--- config.mk ---
export PLATFORM = sky130hd
export DESIGN_NAME = load_store_unit
export DESIGN_NICKNAME = d
export VERILOG_FILES = /design/src/rtl/rv32_mem_pkg.sv /design/src/rtl/lsu_store_align.sv /design/src/rtl/load_store_unit.sv
export SDC_FILE = /design/constraint.sdc
export NUM_CORES = 1
export LEC_CHECK = 0
export BUFFER_PORTS_ARGS = -buffer_cell sky130_fd_sc_hd__buf_2
export CORE_UTILIZATION = 53
export DETAILED_ROUTE_END_ITERATION = 12
export PLACE_DENSITY_LB_ADDON = 0.1
export SYNTH_ARGS = -nofsm -noshare
export SYNTH_HDL_FRONTEND = slang
export SYNTH_SLANG_ARGS = --single-unit
--- constraint.sdc ---
create_clock -name clk -period 3.4 [get_ports clk]
set_input_delay 0.34 -clock clk [delete_from_list [all_inputs] [get_ports clk]]
set_output_delay 0.34 -clock clk [all_outputs]
set_load 0.01 [all_outputs]
--- src/rtl/rv32_mem_pkg.sv ---
// Shared definitions for the x32 load/store unit: funct3 encodings, FSM states,
// and byte-strobe/alignment helpers.
package rv32_mem_pkg;

    localparam logic [2:0] F3_LB  = 3'b000;
    localparam logic [2:0] F3_LH  = 3'b001;
    localparam logic [2:0] F3_LW  = 3'b010;
    localparam logic [2:0] F3_LBU = 3'b100;
    localparam logic [2:0] F3_LHU = 3'b101;
    localparam logic [2:0] F3_SB  = 3'b000;
    localparam logic [2:0] F3_SH  = 3'b001;
    localparam logic [2:0] F3_SW  = 3'b010;

    typedef enum logic [1:0] {
        LSU_IDLE = 2'd0,
        LSU_REQ  = 2'd1,
        LSU_RESP = 2'd2,
        LSU_DONE = 2'd3
    } lsu_state_t;

    // Access size comes from funct3[1:0]; 11 (unsupported) is treated as a word.
    function automatic logic [3:0] lsu_strobe(input logic [2:0] funct3, input logic [1:0] addr_lo);
        logic [3:0] strb;
        case (funct3[1:0])
            2'b00:   strb = 4'b0001 << addr_lo;
            2'b01:   strb = 4'b0011 << addr_lo;
            default: strb = 4'b1111;
        endcase
        return strb;
    endfunction

    function automatic logic lsu_misaligned(input logic [2:0] funct3, input logic [1:0] addr_lo);
        logic bad;
        case (funct3[1:0])
            2'b00:   bad = 1'b0;
            2'b01:   bad = addr_lo[0];
            default: bad = (addr_lo != 2'b00);
        endcase
        return bad;
    endfunction

endpackage

--- src/rtl/lsu_store_align.sv ---
// Combinational store lane alignment: byte strobes and lane-replicated write data.
module lsu_store_align
    import rv32_mem_pkg::*;
(
    input  logic [2:0]  funct3,
    input  logic [1:0]  addr_lo,
    input  logic [31:0] store_data,
    output logic [3:0]  wstrb,
    output logic [31:0] wdata
);

    always_comb begin
        wstrb = lsu_strobe(funct3, addr_lo);
        case (funct3[1:0])
            2'b00:   wdata = {4{store_data[7:0]}};
            2'b01:   wdata = {2{store_data[15:0]}};
            default: wdata = store_data;
        endcase
    end

endmodule

--- src/rtl/load_store_unit.sv ---
// Load/store unit between execute and data memory. Defining LSU_MISALIGN_TRAP_EN
// adds the misalign_fault port and retires misaligned accesses without a bus request.
module load_store_unit
    import rv32_mem_pkg::*;
#(
    parameter int unsigned TIMEOUT_CYCLES = 16
) (
    input  logic        clk,
    input  logic        reset_n,
    input  logic        ls_valid,
    output logic        ls_ready,
    input  logic        ls_is_store,
    input  logic [2:0]  ls_funct3,
    input  logic [31:0] ls_addr,
    input  logic [31:0] ls_store_data,
    input  logic [4:0]  ls_rd,
    output logic        mem_req,
    output logic        mem_we,
    output logic [31:0] mem_addr,
    output logic [3:0]  mem_wstrb,
    output logic [31:0] mem_wdata,
    input  logic        mem_gnt,
    input  logic        mem_rvalid,
    input  logic [31:0] mem_rdata,
    output logic        reg_write_enable,
    output logic        mem_read_enable,
    output logic [4:0]  reg_write_address,
    output logic [2:0]  load_operation,
    output logic [31:0] mem_read_data,
    output logic        ls_done,
    output logic        bus_error,
`ifdef LSU_MISALIGN_TRAP_EN
    output logic        misalign_fault,
`endif
    output lsu_state_t  fsm_state
);

    // Handshake: execute's operation is taken on a rising edge where ls_valid and
    // ls_ready are both high; the bus request is taken where mem_req and mem_gnt are
    // both high; read data is taken only in RESP with mem_rvalid high.

    localparam logic [7:0] TIMEOUT_LAST = 8'(TIMEOUT_CYCLES - 1);

    logic [3:0]  align_wstrb;
    logic [31:0] align_wdata;
    logic        is_store_q;
    logic [1:0]  addr_lo_q;
    logic [7:0]  timer;
    logic        timed_out;

    lsu_store_align u_store_align (
        .funct3     (ls_funct3),
        .addr_lo    (ls_addr[1:0]),
        .store_data (ls_store_data),
        .wstrb      (align_wstrb),
        .wdata      (align_wdata)
    );

    assign timed_out = (timer == TIMEOUT_LAST);

`ifdef LSU_MISALIGN_TRAP_EN
    logic misaligned;
    assign misaligned = lsu_misaligned(ls_funct3, ls_addr[1:0]);
`endif

    always_ff @(posedge clk or negedge reset_n) begin
        if (!reset_n) begin
            fsm_state         <= LSU_IDLE;
            ls_ready          <= 1'b1;
            mem_req           <= 1'b0;
            mem_we            <= 1'b0;
            mem_addr          <= '0;
            mem_wstrb         <= '0;
            mem_wdata         <= '0;
            reg_write_enable  <= 1'b0;
            mem_read_enable   <= 1'b0;
            reg_write_address <= '0;
            load_operation    <= '0;
            mem_read_data     <= '0;
            ls_done           <= 1'b0;
            bus_error         <= 1'b0;
`ifdef LSU_MISALIGN_TRAP_EN
            misalign_fault    <= 1'b0;
`endif
            is_store_q        <= 1'b0;
            addr_lo_q         <= '0;
            timer             <= '0;
        end else begin
            ls_done          <= 1'b0;
            bus_error        <= 1'b0;
            reg_write_enable <= 1'b0;
            mem_read_enable  <= 1'b0;
`ifdef LSU_MISALIGN_TRAP_EN
            misalign_fault   <= 1'b0;
`endif
            case (fsm_state)
                LSU_IDLE: begin
                    if (ls_valid) begin
                        ls_ready          <= 1'b0;
                        is_store_q        <= ls_is_store;
                        addr_lo_q         <= ls_addr[1:0];
                        reg_write_address <= ls_rd;
                        load_operation    <= ls_funct3;
                        timer             <= '0;
`ifdef LSU_MISALIGN_TRAP_EN
                        if (misaligned) begin
                            fsm_state      <= LSU_DONE;
                            ls_done        <= 1'b1;
                            misalign_fault <= 1'b1;
                        end else begin
                            fsm_state <= LSU_REQ;
                            mem_req   <= 1'b1;
                            mem_we    <= ls_is_store;
                            mem_addr  <= {ls_addr[31:2], 2'b00};
                            mem_wstrb <= ls_is_store ? align_wstrb : 4'b0000;
                            mem_wdata <= ls_is_store ? align_wdata : 32'h0;
                        end
`else
                        fsm_state <= LSU_REQ;
                        mem_req   <= 1'b1;
                        mem_we    <= ls_is_store;
                        mem_addr  <= {ls_addr[31:2], 2'b00};
                        mem_wstrb <= ls_is_store ? align_wstrb : 4'b0000;
                        mem_wdata <= ls_is_store ? align_wdata : 32'h0;
`endif
                    end
                end

                LSU_REQ: begin
                    if (mem_gnt || timed_out) begin
                        mem_req   <= 1'b0;
                        mem_we    <= 1'b0;
                        mem_wstrb <= 4'b0000;
                        mem_wdata <= 32'h0;
                    end
                    // A grant on the last allowed cycle still wins over the timeout.
                    if (mem_gnt) begin
                        timer <= '0;
                        if (is_store_q) begin
                            fsm_state <= LSU_DONE;
                            ls_done   <= 1'b1;
                        end else begin
                            fsm_state <= LSU_RESP;
                        end
                    end else if (timed_out) begin
                        fsm_state <= LSU_DONE;
                        ls_done   <= 1'b1;
                        bus_error <= 1'b1;
                    end else begin
                        timer <= timer + 8'd1;
                    end
                end

                LSU_RESP: begin
                    if (mem_rvalid) begin
                        fsm_state     <= LSU_DONE;
                        ls_done       <= 1'b1;
                        mem_read_data <= mem_rdata >> {addr_lo_q, 3'b000};
                        if (reg_write_address != 5'd0) begin
                            reg_write_enable <= 1'b1;
                            mem_read_enable  <= 1'b1;
                        end
                    end else if (timed_out) begin
                        fsm_state <= LSU_DONE;
                        ls_done   <= 1'b1;
                        bus_error <= 1'b1;
                    end else begin
                        timer <= timer + 8'd1;
                    end
                end

                LSU_DONE: begin
                    fsm_state <= LSU_IDLE;
                    ls_ready  <= 1'b1;
                end

                default: begin
                    fsm_state <= LSU_IDLE;
                    ls_ready  <= 1'b1;
                end
            endcase
        end
    end

endmodule

# Yosys cells after proc, flatten, opt, wreduce, memory -nomap -nowiden
# Cells that the tools add are included.
[word_totals]
regBits = 125
inputBits = 110
word_cells = 79
[op_classes]
addsub = 1
n_eq_ne = 8
shift = 3
muxes = 39
n_reduce_logical = 12
[ops]
columns = ["op", "n"]
rows = [
  ["$pmux 32 s2", 2],
  ["$mux 32", 3],
  ["$mux 8", 4],
  ["$shr 32x5->32", 1],
  ["$pmux 8 s3", 1],
  ["$pmux 4 s2", 2],
  ["$mux 1", 14],
  ["$mux 4", 3],
  ["$pmux 1 s2", 5],
  ["$add 8x1->8 const B", 1],
  ["$eq 8x4->1 const B", 1],
  ["$mux 2", 4],
  ["$pmux 2 s4", 1],
  ["$ne 2x2->1 const B", 3],
  ["$reduce_and 2->1", 3],
  ["$reduce_and 3->1", 2],
  ["$reduce_bool 5->1", 1],
  ["$eq 2x1->1 const B", 2],
  ["$eq 2x2->1 const B", 2],
  ["$logic_not 2->1", 2],
  ["$reduce_bool 2->1", 2],
  ["$shl 1x2->4 const A", 1],
  ["$shl 2x2->4 const A", 1],
  ["$reduce_bool 3->1", 1],
  ["$logic_or 1x1->1", 1],
]

# Longest topological paths before layout
[logic_depth]
ltp_word = 5
depth_mapped = 8
depth_no_buf = 6

# Cells and area by module
# Synthesis repeated with hierarchy kept, for this count alone.
[hier_totals]
cells_unflattened = 475
area_unflattened_um2 = 5730.5
[by_module_without_submodules]
columns = ["module", "instances", "cells_per_inst", "area_each_um2"]
rows = [
  ["load_store_unit", 1, 414, 5236.3],
  ["lsu_store_align", 1, 61, 494.2],
]

# Worst setup path after synthesis
# Ideal clock, no wire load.
[synth_path]
path_kind = "reg-to-reg"
start = "reg fsm_state[0]"
end = "reg timer[0]"
setup_ps = 65
arrival_time_ps = 1714
setup_slack_ps = 1621
stages_incl_launch_ff = 7
n_path_buf = 0
period_less_slack_ps = 1779
cell_sequence = "dfrtp_1 inv_1 ha_1 and2_1 or3_1 nor3_4 mux2_2"
[synth_between]
elab_chain_len = 3
elab_cells_between_ends = 8
cone_classes = "eq/ne (4); mux (1); reduce/logical (3)"
[synth_rtl]
columns = ["item", "line_no", "text"]
rows = [
  ["start: declaration", "load_store_unit.sv:35", "output lsu_state_t fsm_state"],
  ["start signal: assignment", "load_store_unit.sv:68", "fsm_state <= LSU_IDLE;"],
  ["start signal: assignment", "load_store_unit.sv:119", "fsm_state <= LSU_REQ;"],
  ["start signal: assignment", "load_store_unit.sv:140", "fsm_state <= LSU_DONE;"],
  ["$eq 2x2->1, or another cell as far along", "load_store_unit.sv:96", "case (fsm_state)"],
  ["$ne 2x2->1 (no source line) or $reduce_bool 3->1 (tied branches)", "n/a", ""],
  ["$reduce_and 3->1 (no source line)", "n/a", ""],
  ["end signal: assignment", "load_store_unit.sv:150", "timer <= timer + 8'd1;"],
  ["end signal: assignment", "load_store_unit.sv:168", "timer <= timer + 8'd1;"],
  ["end: declaration", "load_store_unit.sv:48", "logic [7:0] timer;"],
]
# Several ways; a longest one is shown, not always the timed one.
# A chain may end at the register's enable or synchronous reset.

# Worst setup path in the final report
[layout_path]
start = "reg timer[0]"
end = "reg mem_wdata[11]"
[layout_between]
elab_chain_len = 4
[layout_rtl]
columns = ["item", "line_no", "text"]
rows = [
  ["$eq 8x4->1", "load_store_unit.sv:59", "assign timed_out = (timer == TIMEOUT_LAST);"],
  ["$logic_or 1x1->1", "load_store_unit.sv:130", "if (mem_gnt || timed_out) begin"],
  ["$ne 2x2->1 (no source line)", "n/a", ""],
  ["$reduce_and 3->1 (no source line)", "n/a", ""],
  ["end signal: assignment", "load_store_unit.sv:124", "mem_wdata <= ls_is_store ? align_wdata : 32'h0;"],
  ["end: declaration", "load_store_unit.sv:21", "output logic [31:0] mem_wdata,"],
]
# Every way passes these cells.

==> out/results.ini <==
[grt]
grt_pass1_wl_mm = 23.5
grtUsageTotal = 0.269
grt_max_degree = 75
grt_pass1_vias = 4737
antenna_found_initial = 1
grt_overflow = 0

[power_and_ir_drop]
p_sw_frac = 0.362
ir_worst_vdd_v = 0.000459
clockPowerShare = 0.248
switchingPower_uw = 2550
comb_power_share = 0.390
p_leak_uw = 0.00387
p_int_uw = 4490
powerDensity_mw_per_mm2 = 932
share_seq_of_total_power = 0.361

[placement]
hpwlAfterDp_mm = 10.1
place_area_sq_mm = 0.00696
numPortBuffers = 224
gp_congestion = 0.786

[timing]
tns_ps = 0
slew-limit-headroom = 0.233
setup_viol = 0
finalHoldViolCount = 0
fin_skew_ps = 6.40
worstMarginPinSlew_ps = 1150
slew_viol_final = 0
fin_crit_sh = 0.709
rsz0062_at_grt = false
fin_crit_ps = 2410
max_freq_mhz = 415

[clock_tree]
cts_buffers = 17
cts_sinks = 125
cts-root-buf = clkbuf_8
post-cts-setup-buffer-count = 0
clkSlewWorstSetupHoldPaths_ps = 60
cts_resized = 0
cts_buffer_depth = 2
htree_levels = 4
clkLatencyLatePin_ps = 520
cts_tree = done

[route]
firstDrtPassIters = 5
drtIter0Drc = 320
postRouteAntennaNets = 0
avgViaCountPerCell = 5.54
wl_per_cell_microns = 17.0
drc_errors = 0
routed_wl_mm = 14.5
vias = 4729

[finish]
final_cell_mix = buf_2, dfrtp_1, mux2_2
drive_above_1_share = 0.463
regArea_sq_mm = 0.00313
layout_commonest_cell = buf_2
multi_input_area_sq_mm = 0.00246
num-nets-final = 819
final_cell_area_sq_mm = 0.00755
num-fill-cells = 790
syn_to_final_growth_pct = 31.0

[worst_setup_path]
cp.arrival_ps = 2810
endpoint_kind = flop
critPathLaunch = timer[0]
crit_fanout = 38
worst-r2r-cell-count = 5
crit_slowest_cell = o21ai_4
cp.required_ps = 3800
reg2reg_setup_slack_ps = 990
crit_end = mem_wdata[11]
reg2reg_to = mem_wdata[11]
start_kind = flop
max_stage_delay_ps = 890
path_cells = ha_1 > and3_1 > and2_4 > o21ai_4 > mux2_4
worstReg2RegStart = timer[0]
critPathKind = reg2reg

[yosys]
synthesis.area_sq_mm = 0.00577
synth_warnings = 0
synth_area_per_cell_sq_um = 11.9
synth_edf_count = 0
ys_seq_area_frac = 0.543
async_flop_share = 1.00
syn_inst = 484
ys_types = 46
synth_seq_cells = 125
synth_ff_type = dfrtp_1

[floorplanning]
fp.dieH_microns = 106
die_area_sq_mm = 0.0113
die_w_microns = 106
initial_core_util = 0.554
num_rows = 37
coreArea_sq_mm = 0.0104
io-pin-count = 227

[status]
outcome = completed

[run]
max_cap_violations = 0

[hold_path]
worstHoldPathType = in2reg

cells by family (layout without fill, tap and decap cells):
family | Yosys count | in the layout | share of synthesized area
multiplexers | 89 | 89 | 0.171
AND/OR/NAND/NOR | 101 | 101 | 0.0909
other | 1 | 3 | 0.000650
AO/OA/AOI/OAI | 127 | 127 | 0.151
adder cells (fa/ha/maj) | 5 | 5 | 0.0108
buffers and inverters | 36 | 268 | 0.0328
flip-flops | 125 | 125 | 0.543
timing repair:
action,in CTS,in global routing
hold buffers,1,0
hold endpoints to repair,72,0
setup endpoints to repair,0,0
routing by layer:
layer  vias up  global-route usage  share of wire
li1       2190                   -              -
met1      2307               0.339           0.40
met2       200               0.436           0.50
met3        32              0.0693          0.064
met4         0               0.123          0.030
met5         -                   0              0
per-stage QoR:
stage / power (uW) / instances / setup WS [ps] / util / hold WS [ps]
final: 7040 / 854 / 990 / 0.725 / 54.7
after global routing: 7470 / 854 / 821 / 0.725 / 39.2
after CTS: 7090 / 853 / 983 / 0.725 / 32.4
after detailed placement: 5300 / 820 / 1020 / 0.668 / 466
after global placement: 5190 / 820 / 1090 / 0.668 / 460
after floorplan: 4260 / 485 / 1620 / - / 44.4
flip-flops by register name (all words and copies together) (netlist names), 2 cells and up:
signal and flops:
load_operation 3, mem_wstrb 4, timer 8, addr_lo_q 2, mem_addr 30, reg_write_address 5, mem_wdata 32, mem_read_data 32
fsm_state 2
power by group through the flow:
stage	clock network, uW	registers (uW)	logic, uW
floorplan	0	2790	1470
global placement	0	2510	2680
detailed placement	0	2550	2750
CTS	1770	2550	2770
global route	1840	2630	3000
finish	1750	2550	2750
final cells by class:
type | instances | share of cell area
tap | 136 | 0.0225
timing repair buffer | 231 | 0.158
sequential | 125 | 0.414
clock inverter | 15 | 0.0219
antenna | 1 | 0.000331
clock buffer | 17 | 0.0548
multi-input combinational | 324 | 0.326
inverter | 5 | 0.00248
worst max-delay path, delay by kind of cell (launching register included):
family / cells / cell delay (ps)
AO/OA/AOI/OAI: 1 / 890
flip-flops: 1 / 410
AND/OR/NAND/NOR: 2 / 370
multiplexers: 1 / 360
adder cells (fa/ha/maj): 1 / 260
cells in the mapped netlist (all sizes together), types with 2 or more instances:
cell     number  share of area
buf          25          0.026
a22o         25          0.038
a21oi        29          0.025
dfrtp       124           0.54
and2          3         0.0037
a21bo         3         0.0052
mux2         56           0.11
o311ai        2         0.0030
a211oi        9          0.012
a32o          2         0.0035
o2bb2ai      13          0.020
o21ai        35          0.032
nand2        34          0.022
nand4         3         0.0033
a211o         2         0.0030
and4          2         0.0030
nand3         4         0.0035
nor3          5         0.0072
nand2b        7         0.0076
and3          3         0.0033
nor2b        17          0.018
mux2i        33          0.057
clkbuf        6         0.0039
inv           5         0.0033
ha            5          0.011
nor2         21          0.014
how the worst min path moves through the flow:
stage	startpoint	to	slack, ps	depth (start not counted)
floorplan	reset_n	addr_lo_q[0]	40	0
global placement	mem_read_data[19]	mem_read_data[19]	460	2
detailed placement	mem_read_data[18]	mem_read_data[18]	470	2
CTS	ls_addr[30]	mem_addr[30]	30	2
global route	ls_addr[19]	mem_addr[19]	40	2
finish	ls_addr[28]	mem_addr[28]	50	2
No activity file was read; power rests on OpenSTA's default activity.
